$ cat src/rtl/ppu_pkg.sv
// rtl/ppu_pkg.sv - shared PPU definitions: VRAM port FSM encoding and PPUCTRL bit positions
package ppu_pkg;

    // VRAM access sequencer states. A non-IDLE state means one VRAM request is outstanding.
    typedef enum logic [1:0] {
        ST_IDLE  = 2'd0,
        ST_WRITE = 2'd1,
        ST_READ  = 2'd2
    } vram_state_e;

    // PPUCTRL bit that selects the VRAM address increment (+1 or +row).
    // This bit is routed to the port's i_inc_sel input.
    localparam int PPUCTRL_INC_BIT = 2;

endpackage

$ cat src/rtl/ppu_vram_port.sv
// rtl/ppu_vram_port.sv - CPU-side PPUADDR/PPUDATA port sequencing single VRAM accesses
//
// Ports:
//   clk, reset          clock and synchronous active-high reset
//   i_inc_sel           PPUCTRL increment select (0: +1, 1: +INC_ROW)
//   i_addr_we/_byte     PPUADDR write strobe and byte (high byte first, via toggle w)
//   i_data_we/_byte     PPUDATA write strobe and byte
//   i_data_re           PPUDATA read strobe (returns buffered value, then refetches)
//   i_status_re         PPUSTATUS read strobe (clears the address toggle)
//   o_read_data         buffered PPUDATA read value
//   o_vram_addr/_wdata  VRAM address and write data
//   o_vram_we/_re       VRAM request, held until i_vram_ready
//   i_vram_rdata/_ready VRAM read data and accept/complete handshake
//   o_busy              a VRAM request is outstanding
//   o_overrun           sticky: a CPU access arrived that could not be served
module ppu_vram_port
    import ppu_pkg::*;
#(
    parameter int ADDR_W  = 14,
    parameter int INC_ROW = 32
) (
    input  logic              clk,
    input  logic              reset,
    input  logic              i_inc_sel,
    input  logic              i_addr_we,
    input  logic [7:0]        i_addr_byte,
    input  logic              i_data_we,
    input  logic [7:0]        i_data_byte,
    input  logic              i_data_re,
    input  logic              i_status_re,
    output logic [7:0]        o_read_data,
    output logic [ADDR_W-1:0] o_vram_addr,
    output logic [7:0]        o_vram_wdata,
    output logic              o_vram_we,
    output logic              o_vram_re,
    input  logic [7:0]        i_vram_rdata,
    input  logic              i_vram_ready,
    output logic              o_busy,
    output logic              o_overrun
);

    vram_state_e       state;
    vram_state_e       state_next;

    logic [ADDR_W-1:0] v;
    logic              w;
    logic [7:0]        rbuf;
    logic [7:0]        wdata;
    logic              overrun;

    logic              busy;
    logic              start_wr;
    logic              done;
    logic              overrun_set;
    logic [ADDR_W-1:0] step;

    // Upper PPUADDR bits beyond the VRAM address space are don't-care.
    if (ADDR_W < 16) begin : g_addr_hi_unused
        logic unused_addr_hi;
        assign unused_addr_hi = &{1'b0, i_addr_byte[7:ADDR_W-8]};
    end

    // Next-state and per-cycle control decode
    always_comb begin
        state_next = state;
        start_wr   = 1'b0;
        done       = 1'b0;
        busy       = (state != ST_IDLE);
        unique case (state)
            ST_IDLE: begin
                // A write wins over a simultaneous read; the read is dropped.
                if (i_data_we) begin
                    start_wr   = 1'b1;
                    state_next = ST_WRITE;
                end else if (i_data_re) begin
                    state_next = ST_READ;
                end
            end
            ST_WRITE, ST_READ: begin
                if (i_vram_ready) begin
                    done       = 1'b1;
                    state_next = ST_IDLE;
                end
            end
            default: state_next = ST_IDLE;
        endcase
        overrun_set = (busy && (i_data_we || i_data_re || i_addr_we)) ||
                      (!busy && i_data_we && i_data_re);
        step = i_inc_sel ? ADDR_W'(INC_ROW) : ADDR_W'(1);
    end

    always_ff @(posedge clk) begin
        if (reset) begin
            state <= ST_IDLE;
        end else begin
            state <= state_next;
        end
    end

    // Address, toggle, buffers and sticky flag
    always_ff @(posedge clk) begin
        if (reset) begin
            v       <= '0;
            w       <= 1'b0;
            rbuf    <= 8'h00;
            wdata   <= 8'h00;
            overrun <= 1'b0;
        end else begin
            if (start_wr) begin
                wdata <= i_data_byte;
            end
            if (done && state == ST_READ) begin
                rbuf <= i_vram_rdata;
            end
            // v cannot be loaded while busy, so completion and load never collide.
            if (done) begin
                v <= v + step;
            end else if (i_addr_we && !busy) begin
                if (!w) begin
                    v[ADDR_W-1:8] <= i_addr_byte[ADDR_W-9:0];
                end else begin
                    v[7:0] <= i_addr_byte;
                end
            end
            // A status read overrides the toggle flip of a coincident address write.
            if (i_status_re) begin
                w <= 1'b0;
            end else if (i_addr_we && !busy) begin
                w <= ~w;
            end
            if (overrun_set) begin
                overrun <= 1'b1;
            end
        end
    end

    assign o_read_data  = rbuf;
    assign o_vram_addr  = v;
    assign o_vram_wdata = wdata;
    assign o_vram_we    = (state == ST_WRITE);
    assign o_vram_re    = (state == ST_READ);
    assign o_busy       = busy;
    assign o_overrun    = overrun;

endmodule

$ cat config.mk
export PLATFORM = sky130hd
export DESIGN_NAME = ppu_vram_port
export DESIGN_NICKNAME = d
export VERILOG_FILES = /design/src/rtl/ppu_pkg.sv /design/src/rtl/ppu_vram_port.sv
export SDC_FILE = /design/constraint.sdc
export NUM_CORES = 1
export LEC_CHECK = 0
export CORE_ASPECT_RATIO = 0.6
export CORE_MARGIN = 1.5
export CORE_UTILIZATION = 45
export CTS_BUF_LIST = sky130_fd_sc_hd__clkbuf_8
export CTS_CLUSTER_SIZE = 10
export DETAILED_ROUTE_END_ITERATION = 10
export PLACE_DENSITY_LB_ADDON = 0.08
export RECOVER_POWER = 25
export SLEW_MARGIN = 20
export SYNTH_ARGS = -nofsm -noshare
export SYNTH_HDL_FRONTEND = slang
export SYNTH_SLANG_ARGS = --single-unit
$ cat constraint.sdc
create_clock -name clk -period 2.5 [get_ports clk]
set_input_delay 0.625 -clock clk [delete_from_list [all_inputs] [get_ports clk]]
set_output_delay 0.625 -clock clk [all_outputs]
set_load 0.01 [all_outputs]
==> results of run 1 <==
-- cells in the mapped netlist, drive strengths merged (2+ instances only) --
cell type	count
and3	3
a31oi	8
ha	6
or4	4
buf	2
clkbuf	10
mux2i	3
and4	3
and2	2
inv	6
nand3	19
a21oi	22
o21ai	5
a211oi	6
a32oi	2
nand2	33
nand2b	2
nor2	11
a311oi	2
o311ai	4
dfxtp	34
or3	2
-- worst min-delay path, delay by kind of cell (launching register included) --
kind | cells | cell delay [ps]
AND/OR/NAND/NOR | 1 | 50
AO/OA/AOI/OAI | 1 | 50
flip-flops | 1 | 310
-- cell type report --
cell class              count  area share, %
flip-flops and latches     34          27.21
inverters                   6         0.9004
multi-input cells         152          37.02
clock buffers               6          3.302
clock inverters             2         0.3502
repair buffers             75          28.86
well taps                  47          2.351
-- power breakdown --
part	leakage, nW	internal, W	switching (W)	total, W
logic	0.620	0.000179	0.000171	0.000350
clock network	0.0524	0.000218	0.000193	0.000411
registers	0.277	0.000579	0.0000324	0.000611
total	0.949	0.000976	0.000396	0.00137
-- per-layer routing --
| layer | vias to the layer above | share of wire, % | global-route usage [%] |
|---|---|---|---|
| met3 | 2 | 7.7 | 8.364 |
| met4 | 0 | 0.15 | 5.085 |
| met2 | 53 | 40 | 31.44 |
| met5 | - | 0 | 0 |
| met1 | 829 | 52 | 35.63 |
| li1 | 892 | - | - |
-- how the worst min path moves through the flow --
stage,to,slack [ps],depth (start not counted)
final,o_read_data[6],450,2
after global routing,o_read_data[6],460,2
after CTS,o_vram_wdata[6],460,2
after detailed placement,o_vram_wdata[6],450,2
after global placement,o_vram_wdata[1],440,2
after floorplan,w,460,2
-- metrics by stage --
step                setup TNS, ps  utilization, %  instance area (sq um)  setup slack, ps  hold slack, ps
global placement                0           65.97                   2414            34.26           441.8
global route                    0           68.37                   2501            191.2           462.8
finish                          0           68.37                   2501            237.0           451.5
CTS                             0           68.47                   2505            248.2           456.4
detailed placement         -67.97           65.97                   2414           -52.12           446.9
floorplan                       0               -                   1705            520.1           459.3
-- layout by cell type, fill, tap and decap left out, types with 2 or more instances in the layout --
master / synthesis / layout
sky130_fd_sc_hd__a32oi_1: 2 / 2
sky130_fd_sc_hd__nand2_1: 33 / 33
sky130_fd_sc_hd__nand2b_1: 2 / 2
sky130_fd_sc_hd__inv_1: 6 / 7
sky130_fd_sc_hd__or4_1: 4 / 4
sky130_fd_sc_hd__mux2i_1: 3 / 3
sky130_fd_sc_hd__a21oi_1: 21 / 21
sky130_fd_sc_hd__nand3_1: 19 / 19
sky130_fd_sc_hd__nor2_1: 11 / 11
sky130_fd_sc_hd__o311ai_0: 4 / 4
sky130_fd_sc_hd__a211oi_1: 6 / 6
sky130_fd_sc_hd__dfxtp_1: 34 / 34
sky130_fd_sc_hd__a31oi_1: 7 / 7
sky130_fd_sc_hd__dlygate4sd3_1: 0 / 16
sky130_fd_sc_hd__and4_1: 2 / 2
sky130_fd_sc_hd__a311oi_1: 2 / 2
sky130_fd_sc_hd__buf_4: 0 / 9
sky130_fd_sc_hd__o21ai_0: 5 / 5
sky130_fd_sc_hd__clkdlybuf4s50_1: 0 / 49
sky130_fd_sc_hd__and3_1: 2 / 2
sky130_fd_sc_hd__ha_1: 6 / 6
sky130_fd_sc_hd__clkbuf_8: 3 / 6
-- kinds of logic after synthesis --
family | Yosys count | share of synthesized area, %
xor gates and xnor gates | 1 | 0.5137
muxes | 4 | 2.421
buffers and inverters | 18 | 5.796
DFF | 34 | 39.91
and+or+nand+nor | 84 | 24.21
AOI/OAI and AO/OA | 57 | 22.74
adders and majority gates | 6 | 4.402
-- registers in the layout, indices dropped and copies added, names as in the netlist --
signal        flops
o_overrun         1
o_read_data       8
w                 1
state             2
o_vram_wdata      8
o_vram_addr      14
==> summary.txt, run 1 <==
Run status
  – Result of the run: finished, final reports clean

Critical path
  – Number of cells on the critical path: 7
  – Launching instance or port of the critical path: i_inc_sel
  – Depth of the worst register-to-register path: 6
  – Number of buffer and inverter stages on the critical path: 2
  – Max FO, Critical Path: 5
  – Standard cell with the maximum stage delay on the critical path: sky130_fd_sc_hd__clkdlybuf4s50_1
  – CP Data Required Time: around 2700 ps
  – Largest delay contributor family on the critical path: compound AO/OA/AOI/OAI gates
  – Worst R2R Start: state[0]
  – Worst setup slack for register-to-register paths: 590 ps
  – Type of destination of the critical path: flop
  – Critical register-to-register path endpoint: o_vram_addr[10]
  – Worst setup path class: input port to flop
  – Worst setup SP type: input port
  – Cell-by-cell listing of the critical path: clkdlybuf4s50_1 -> ha_1 -> and4_4 -> a21oi_2 -> buf_4 -> o311ai_0 -> a31oi_1
  – Worst path arrival time: 2410 ps
  – Biggest cell delay along the critical path: 430 ps
  – Worst setup path end: o_vram_addr[10]

Die
  – Area of the core: roughly 0.0037 sq mm
  – Die extent in y: 50.69 um
  – Die area: 0.004180 sq mm
  – IO Count: 66
  – Row Count: 17
  – Initial standard-cell utilization of the core: 46.61%
  – Horizontal die dimension: between 80 and 90 um

Power and ir drop
  – Overall power after layout: 0.001372 W
  – PwrDens: 548.5 mW/mm^2
  – Static leakage: 0.9493 nW
  – Worst vdd ir: just under 0.4 mV

Timing
  – Final Setup Violations: 0
  – Pins over their slew limit: 0
  – Final hold vios: 0
  – RSZ-0062 raised after global routing: false
  – Shortest clock period the worst path allows after layout: 2263 ps
  – Clock Skew: 4.735 ps
  – Final worst path period share: 90.52%
  – Transition time at the pin with the least slew margin: around 660 ps
  – Max_slew headroom: 56.32%
  – Highest achievable clock rate: 441.9 MHz

Routing
  – Vias per cell: 5.516
  – Number of routed nets with antenna violations: 0
  – Wire length reported by the detailed router: 4.616 mm
  – WL/cell: 14.34 um
  – Detailed-router iteration count before antenna repair: 4
  – Violation count after the first detailed-routing iteration: 65
  – DRC violations left: 0
  – Via count: 1,776

GRT
  – Number of antenna violations at the first check in global routing: 0
  – Overall fraction of global-route tracks in use: 23.61%
  – Vias in the first global route: 1,508
  – Wire length of the first global-routing pass: 7.369 mm
  – Total overflow reported by the global router: 0
  – Maximum number of pins on one net before global-route repair: 17

Clock tree
  – Post-cts hold buffer count: 0
  – Clock transition at the registers of the reported paths: 70 ps
  – Sink count of the clock tree: 34
  – Number of buffers inserted during clock tree synthesis: 5
  – H-tree level count: 2
  – Post-CTS setup-driven buffer insertion count: 0
  – Root Buffer Master: sky130_fd_sc_hd__clkbuf_8
  – Post-cts resize count: 0
  – Largest buffer count on any clock path: 2
  – Clk_lat worst skew: 280 ps
  – TritonCTS clock tree: yes

Placed design
  – Routability congestion estimate from global placement: 0.8660
  – Number of buffers added on ports: 65
  – Placed insts: between 300 and 400
  – HPWL after DPL: 3.518 mm

Layout
  – Area taken by multi-input logic gates: 925.9 sq um
  – Net count, final: about 310
  – Sequential cell area: 680.7 sq um
  – Diodes inserted: 0
  – Layout-stage area growth over the synthesis result: 46.66%
  – Post-route insts no fill: 322
  – Layout fillers: 316
  – Proportion of layout cells with a drive suffix above 1: under 10%

Logic synthesis
  – Leading area contributor after synthesis: sky130_fd_sc_hd__dfxtp_1
  – Number of flops mapped to enable cells by yosys: 0
  – Part of the Yosys area used for sequential elements: 39.91%
  – Distinct cell type count of the synthesized netlist: 45
  – Post-Syn Area per Cell: ~8.4 sq um
  – Gate Count Post-Synth: between 200 and 250
  – Post-synth ARST share: 0%
  – Primary FF master, synth: sky130_fd_sc_hd__dfxtp_1
  – Flop and latch count out of synthesis: 34
  – Top cells by area in the synthesized netlist: sky130_fd_sc_hd__dfxtp_1, sky130_fd_sc_hd__nand2_1, sky130_fd_sc_hd__a21oi_1, sky130_fd_sc_hd__nand3_1, sky130_fd_sc_hd__ha_1
  – Count of synthesis-stage warnings from yosys: 0
  – Post-synth design cell area: 0.001705 sq mm
  – Top-area cell type share of the netlist area: 39.91%
  – Post-synthesis net count: 242

Job
  – Total of max-cap violations: 0

Min path
  – Worst min-delay path startpoint: o_read_data[6]
  – Worst hold-check path type: flop to flop
(Power assumes the default switching activity.)
==> run 2: changes to the inputs <==
--- a/config.mk
+++ b/config.mk
@@ -5,7 +5,6 @@
 export SDC_FILE = /design/constraint.sdc
 export NUM_CORES = 1
 export LEC_CHECK = 0
-export CORE_ASPECT_RATIO = 0.6
 export CORE_MARGIN = 1.5
 export CORE_UTILIZATION = 45
 export CTS_BUF_LIST = sky130_fd_sc_hd__clkbuf_8
==> summary.txt, run 2 (same netlist as run 1, synthesis figures left out) <==
Die
  – Initial standard-cell utilization of the core: 46.58% (about the same)
  – Die extent in y: 64.56 um (+27%)
  – Area of the core: 0.003661 sq mm (about the same)
  – Row Count: 22 (+5)
  – Die area: 0.004168 sq mm (-0.29%)
  – IO Count: 66 (unchanged)
  – Horizontal die dimension: 64.56 um (-22%)

Timing
  – RSZ-0062 raised after global routing: false
  – Shortest clock period the worst path allows after layout: 2226 ps (-36.59 ps)
  – Pins over their slew limit: 0 (unchanged)
  – Final hold vios: 0 (unchanged)
  – Final hold slack: 452.7 ps (+1.168 ps)
  – Worst Slack Setup Final: 273.6 ps (+36.59 ps)
  – Total Neg Setup Slack: 0 ps (unchanged)
  – Final Setup Violations: 0 (unchanged)
  – Max_slew headroom: 25.82% (-30 points)
  – Final worst path period share: 89.05% (-1.5 points)
  – Clock Skew: 2.597 ps (-2.138 ps)
  – Transition time at the pin with the least slew margin: 1113 ps (+457.5 ps)
  – Highest achievable clock rate: 449.2 MHz (+1.6%)

Critical path
  – Max FO, Critical Path: 6 (+1)
  – CP Data Required Time: 2720 ps (+70 ps)
  – Worst setup path class: input port to flop
  – Type of destination of the critical path: flop
  – Worst path arrival time: 2440 ps (+30 ps)
  – Worst setup SP type: input port

Clock tree
  – Post-cts resize count: 0 (unchanged)
  – Largest buffer count on any clock path: 2 (unchanged)
  – Root Buffer Master: sky130_fd_sc_hd__clkbuf_8
  – TritonCTS clock tree: yes
  – Clk_lat worst skew: 290 ps (about the same)
  – Number of buffers inserted during clock tree synthesis: 5 (unchanged)
  – Sink count of the clock tree: 34 (unchanged)
  – Post-CTS setup-driven buffer insertion count: 0 (unchanged)
  – Post-cts hold buffer count: 0 (unchanged)
  – Clock transition at the registers of the reported paths: 70 ps (about the same)
  – H-tree level count: 2 (unchanged)

GRT
  – Wire length of the first global-routing pass: 7.127 mm (-3.3%)
  – Maximum number of pins on one net before global-route repair: 26 (+9)
  – Total overflow reported by the global router: 0 (unchanged)
  – Vias in the first global route: 1,544 (+2.4%)
  – Number of antenna violations at the first check in global routing: 0 (unchanged)
  – Overall fraction of global-route tracks in use: 21.89% (-1.7 points)

Layout
  – Diodes inserted: 0 (unchanged)
  – Largest register FFs: 14 (unchanged)
  – Most common cell after layout, fill and taps aside: sky130_fd_sc_hd__clkdlybuf4s50_1
  – Post-route cell area: 0.002491 sq mm (-0.40%)
  – Most frequent cells in the layout: sky130_fd_sc_hd__clkdlybuf4s50_1, sky130_fd_sc_hd__dfxtp_1, sky130_fd_sc_hd__nand2_1, sky130_fd_sc_hd__a21oi_1, sky130_fd_sc_hd__nand3_1
  – Layout fillers: 339 (+7.3%)
  – Sequential cell area: 680.7 sq um (unchanged)
  – Proportion of layout cells with a drive suffix above 1: 8.791% (-0.30 points)
  – Net count, final: 310 (-0.64%)
  – Layout-stage area growth over the synthesis result: 46.07%
  – Area taken by multi-input logic gates: 925.9 sq um (unchanged)

Power and ir drop
  – Internal power component: 0.0009800 W (+0.44%)
  – Static leakage: 0.8984 nW (-5.4%)
  – Overall power after layout: 0.001380 W (+0.56%)
  – Sequential Power Share: 44.2% (-0.3 points)
  – Reported net switching power: 0.0003995 W (+0.86%)
  – Worst vdd ir: 0.3184 mV (-20%)
  – Combinational share of power: 25.1% (-0.4 points)
  – Clock power frac: 30.7% (+0.8 points)
  – Switching portion of total power: 28.96% (+0.084 points)
  – PwrDens: 553.8 mW/mm^2 (+0.97%)

Placed design
  – Routability congestion estimate from global placement: 0.7966 (-8.0%)
  – Number of buffers added on ports: 65 (unchanged)
  – Standard cell area after detailed placement: 0.002400 sq mm (-0.57%)
  – Post-place setup slack: -22.46 ps (+29.66 ps)
  – HPWL after DPL: 3.148 mm (-11%)

Routing
  – Number of routed nets with antenna violations: 0 (unchanged)
  – Via count: 1,733 (-2.4%)
  – Wire length reported by the detailed router: 4.309 mm (-6.7%)
  – Vias per cell: 5.399 (-2.1%)
  – DRC violations left: 0 (unchanged)
  – WL/cell: 13.42 um (-6.4%)
  – Detailed-router iteration count before antenna repair: 4 (unchanged)
  – Violation count after the first detailed-routing iteration: 101 (+55%)

Run status
  – Result of the run: finished, final reports clean

Job
  – Total of max-cap violations: 0 (unchanged)

Min path
  – Worst hold-check path type: flop to flop
## run 2: cell count changes in the layout (fill, tap and decap cells not counted)
cell                              previous run  this run
sky130_fd_sc_hd__clkinvlp_4                  0         1
sky130_fd_sc_hd__clkdlybuf4s50_1            49        62
sky130_fd_sc_hd__inv_1                       7         6
sky130_fd_sc_hd__buf_4                       9         7
sky130_fd_sc_hd__dlygate4sd3_1              16         3
## run 2: power groups by stage
stage / clock network [W] / registers, W / logic [W]
2_1_floorplan: 0 / 0.000632 / 0.000168
3_3_place_gp: 0 / 0.000621 / 0.000344
3_5_place_dp: 0 / 0.000622 / 0.000347
4_1_cts: 0.000438 / 0.000610 / 0.000349
5_1_grt: 0.000460 / 0.000616 / 0.000378
6_report: 0.000423 / 0.000610 / 0.000346
## run 2: layout make-up
class	count	share of cell area, %
Clock inverter	2	0.5023
Clock buffer	6	3.315
Timing Repair Buffer	73	28.38
Sequential cell	34	27.32
Multi-Input combinational cell	152	37.17
Tap cell	48	2.411
Inverter	6	0.9041
## run 2: path summary, 6_finish.rpt
path                            cells after the start      startpoint               to  slack, ps
worst max-delay path                                6       i_inc_sel  o_vram_addr[11]        270
worst min register to register                      2  o_read_data[7]   o_read_data[7]        450
worst min-delay path                                2  o_read_data[7]   o_read_data[7]        450
worst max register to register                      7        state[0]   o_vram_addr[3]        660
## run 2: per-stage QoR
step / cells / util (%)
floorplan: 204 / -
global placement: 313 / 65.55
detailed placement: 313 / 65.55
CTS: 321 / 68.15
global route: 321 / 68.05
finish: 321 / 68.05
## run 2: layer usage
metal  wire length, um  global-route usage [%]  up-vias  share of wire, %
met2              1983                   32.55       62                46
met1              2002                   30.26      786                46
met4                44                   9.840        0               1.0
met3               278                   4.861        4               6.5
li1                  -                       -      881                 -
met5                 0                       0        -                 0
## run 2: worst max-delay path, cell delays in order
cell and delay, ps:
sky130_fd_sc_hd__clkdlybuf4s50_1 430, sky130_fd_sc_hd__ha_1 330, sky130_fd_sc_hd__and4_4 290, sky130_fd_sc_hd__a31oi_4 120, sky130_fd_sc_hd__or4_1 490, sky130_fd_sc_hd__a31oi_1 160
==> run 3: changes to the inputs <==
--- a/config.mk
+++ b/config.mk
@@ -5,7 +5,6 @@
 export SDC_FILE = /design/constraint.sdc
 export NUM_CORES = 1
 export LEC_CHECK = 0
-export CORE_MARGIN = 1.5
 export CORE_UTILIZATION = 45
 export CTS_BUF_LIST = sky130_fd_sc_hd__clkbuf_8
 export CTS_CLUSTER_SIZE = 10
==> summary.txt, run 3 (same netlist as run 1, synthesis figures left out) <==
Run status
  – Result of the run: finished, final reports clean

Clock tree
  – Sink count of the clock tree: 34 (unchanged)
  – Post-cts hold buffer count: 0 (unchanged)
  – Clk_lat worst skew: 280 ps (about the same)
  – Post-CTS setup-driven buffer insertion count: 0 (unchanged)
  – Number of buffers inserted during clock tree synthesis: 5 (unchanged)
  – TritonCTS clock tree: yes
  – Clock transition at the registers of the reported paths: 70 ps (about the same)
  – H-tree level count: 2 (unchanged)
  – Largest buffer count on any clock path: 2 (unchanged)
  – Post-cts resize count: 0 (unchanged)
  – Root Buffer Master: sky130_fd_sc_hd__clkbuf_8

Critical path
  – Launching instance or port of the critical path: reset
  – Cell-by-cell listing of the critical path: dlygate4sd3_1 -> clkbuf_1 -> a21oi_1
  – CP Data Required Time: 2610 ps (-110 ps)
  – Number of buffer and inverter stages on the critical path: 2 (+1)
  – Worst R2R Start: state[0]
  – Number of cells on the critical path: 3 (-3)
  – Worst path arrival time: 2390 ps (-50 ps)
  – Standard cell with the maximum stage delay on the critical path: sky130_fd_sc_hd__clkbuf_1
  – Worst setup path end: o_read_data[4]
  – Biggest cell delay along the critical path: 870 ps (+380 ps)
  – Worst setup path class: input port to flop
  – Critical register-to-register path endpoint: o_vram_addr[3]
  – Largest delay contributor family on the critical path: buffers and inverters
  – Max FO, Critical Path: 25 (+19)
  – Depth of the worst register-to-register path: 7 (unchanged)
  – Worst setup slack for register-to-register paths: 680 ps (+20 ps)
  – Type of destination of the critical path: flop
  – Worst setup SP type: input port

Job
  – Total of max-cap violations: 0 (unchanged)

Routing
  – Number of routed nets with antenna violations: 0 (unchanged)
  – Wire length reported by the detailed router: 4.244 mm (-1.5%)
  – Detailed-router iteration count before antenna repair: 4 (unchanged)
  – Vias per cell: 5.323 (-1.4%)
  – Via count: 1,714 (-1.1%)
  – Violation count after the first detailed-routing iteration: 113 (+12%)
  – DRC violations left: 0 (unchanged)
  – WL/cell: 13.18 um (-1.8%)

Timing
  – Pins over their slew limit: 0 (unchanged)
  – Transition time at the pin with the least slew margin: 1115 ps (+2.540 ps)
  – Final worst path period share: 91.33% (+2.3 points)
  – Highest achievable clock rate: 438.0 MHz (-2.5%)
  – Clock Skew: 5.282 ps (+2.685 ps)
  – Shortest clock period the worst path allows after layout: 2283 ps (+56.84 ps)
  – Final Setup Violations: 0 (unchanged)
  – Max_slew headroom: 25.65% (-0.17 points)
  – RSZ-0062 raised after global routing: false
  – Final hold vios: 0 (unchanged)

Power and ir drop
  – Sequential Power Share: 42.9% (-1.3 points)
  – Switching portion of total power: 27.14% (-1.8 points)
  – Combinational share of power: 24.2% (-0.9 points)
  – Worst vdd ir: 0.4467 mV (+40%)
  – Clock power frac: 32.9% (+2.2 points)
  – PwrDens: 566.1 mW/mm^2 (+2.2%)
  – Internal power component: 0.001037 W (+5.8%)
  – Static leakage: 0.9183 nW (+2.2%)
  – Overall power after layout: 0.001423 W (+3.1%)
  – Reported net switching power: 0.0003862 W (-3.3%)

Layout
  – Most frequent cells in the layout: sky130_fd_sc_hd__clkdlybuf4s50_1, sky130_fd_sc_hd__dfxtp_1, sky130_fd_sc_hd__nand2_1, sky130_fd_sc_hd__a21oi_1, sky130_fd_sc_hd__nand3_1
  – Net count, final: 311 (+0.32%)
  – Layout-stage area growth over the synthesis result: 47.40%
  – Util after Layout: 68.66% (+0.62 points)
  – Most common cell after layout, fill and taps aside: sky130_fd_sc_hd__clkdlybuf4s50_1
  – Proportion of layout cells with a drive suffix above 1: 9.124% (+0.33 points)
  – Largest register FFs: 14 (unchanged)
  – Diodes inserted: 0 (unchanged)
  – Layout fillers: 329 (-2.9%)

Placed design
  – HPWL after DPL: 3.076 mm (-2.3%)
  – Routability congestion estimate from global placement: 0.7975 (+0.11%)
  – Number of buffers added on ports: 65 (unchanged)

GRT
  – Vias in the first global route: 1,522 (-1.4%)
  – Maximum number of pins on one net before global-route repair: 26 (unchanged)
  – Wire length of the first global-routing pass: 6.886 mm (-3.4%)
  – Overall fraction of global-route tracks in use: 21.54% (-0.34 points)
  – Number of antenna violations at the first check in global routing: 0 (unchanged)
  – Total overflow reported by the global router: 0 (unchanged)

Die
  – Die area: 0.004040 sq mm (-3.1%)
  – Area of the core: 0.003661 sq mm (unchanged)
  – IO Count: 66 (unchanged)
  – Initial standard-cell utilization of the core: 46.58% (unchanged)
  – Die extent in y: 63.56 um (-1.5%)
  – Row Count: 22 (unchanged)
  – Horizontal die dimension: 63.56 um (-1.5%)

Min path
  – Worst hold-check path type: flop to flop
-- run 3: cell count changes in the layout (fill, tap and decap cells not counted) --
cell | previous run | this run
sky130_fd_sc_hd__dlygate4sd3_1 | 3 | 5
sky130_fd_sc_hd__clkdlybuf4s50_1 | 62 | 60
sky130_fd_sc_hd__clkinv_2 | 1 | 0
sky130_fd_sc_hd__buf_4 | 7 | 8
sky130_fd_sc_hd__clkbuf_8 | 6 | 8
sky130_fd_sc_hd__clkinvlp_4 | 1 | 0
-- run 3: through the flow --
step           worst slack [ps]  hold slack (ps)  cell area, sq um  TNS, ps  cells
2_1_floorplan             520.1            459.3              1705        0    204
3_3_place_gp              23.71            441.6              2407        0    314
3_5_place_dp             -22.41            447.1              2407   -46.49    314
4_1_cts                   271.9            456.6              2517        0    322
5_1_grt                   96.71            463.3              2514        0    322
6_report                  216.8            450.6              2514        0    322
-- run 3: per-layer routing --
metal | global-route usage [%] | up-vias | share of wire [%]
met4 | 6.534 | 0 | 0.19
met1 | 29.65 | 775 | 50
met3 | 5.072 | 2 | 4.3
met2 | 32.98 | 49 | 45
li1 | - | 888 | -
met5 | 0 | - | 0
-- run 3: worst register-to-register path: stages (launching register included) --
cell and delay (ps):
sky130_fd_sc_hd__dfxtp_1 360, sky130_fd_sc_hd__inv_1 70, sky130_fd_sc_hd__ha_1 330, sky130_fd_sc_hd__nand2_1 250, sky130_fd_sc_hd__buf_4 240, sky130_fd_sc_hd__o21ai_0 110, sky130_fd_sc_hd__a221oi_1 240, sky130_fd_sc_hd__nor2_1 60
-- run 3: worst min-delay path by stage --
stage | start | endpoint | slack (ps) | depth (start not counted)
global route | o_vram_wdata[3] | o_vram_wdata[3] | 460 | 2
floorplan | w | w | 460 | 2
CTS | o_vram_wdata[3] | o_vram_wdata[3] | 460 | 2
global placement | o_vram_wdata[2] | o_vram_wdata[2] | 440 | 2
finish | o_vram_wdata[1] | o_vram_wdata[1] | 450 | 2
detailed placement | o_vram_wdata[1] | o_vram_wdata[1] | 450 | 2
-- run 3: area by class of cell --
class,instances,area (sq um),share of cell area [%]
multi-input combinational,152,925.9,36.83
timing repair buffer,74,714.4,28.42
sequential,34,680.7,27.08
clock buffer,8,110.1,4.380
tap,48,60.06,2.389
inverter,6,22.52,0.8960
-- run 3: power groups by stage --
stage | clock network [W] | logic [W] | registers (W)
6_report | 0.000468 | 0.000345 | 0.000610
4_1_cts | 0.000480 | 0.000349 | 0.000610
5_1_grt | 0.000503 | 0.000377 | 0.000615
3_3_place_gp | 0 | 0.000345 | 0.000621
3_5_place_dp | 0 | 0.000347 | 0.000622
2_1_floorplan | 0 | 0.000168 | 0.000632
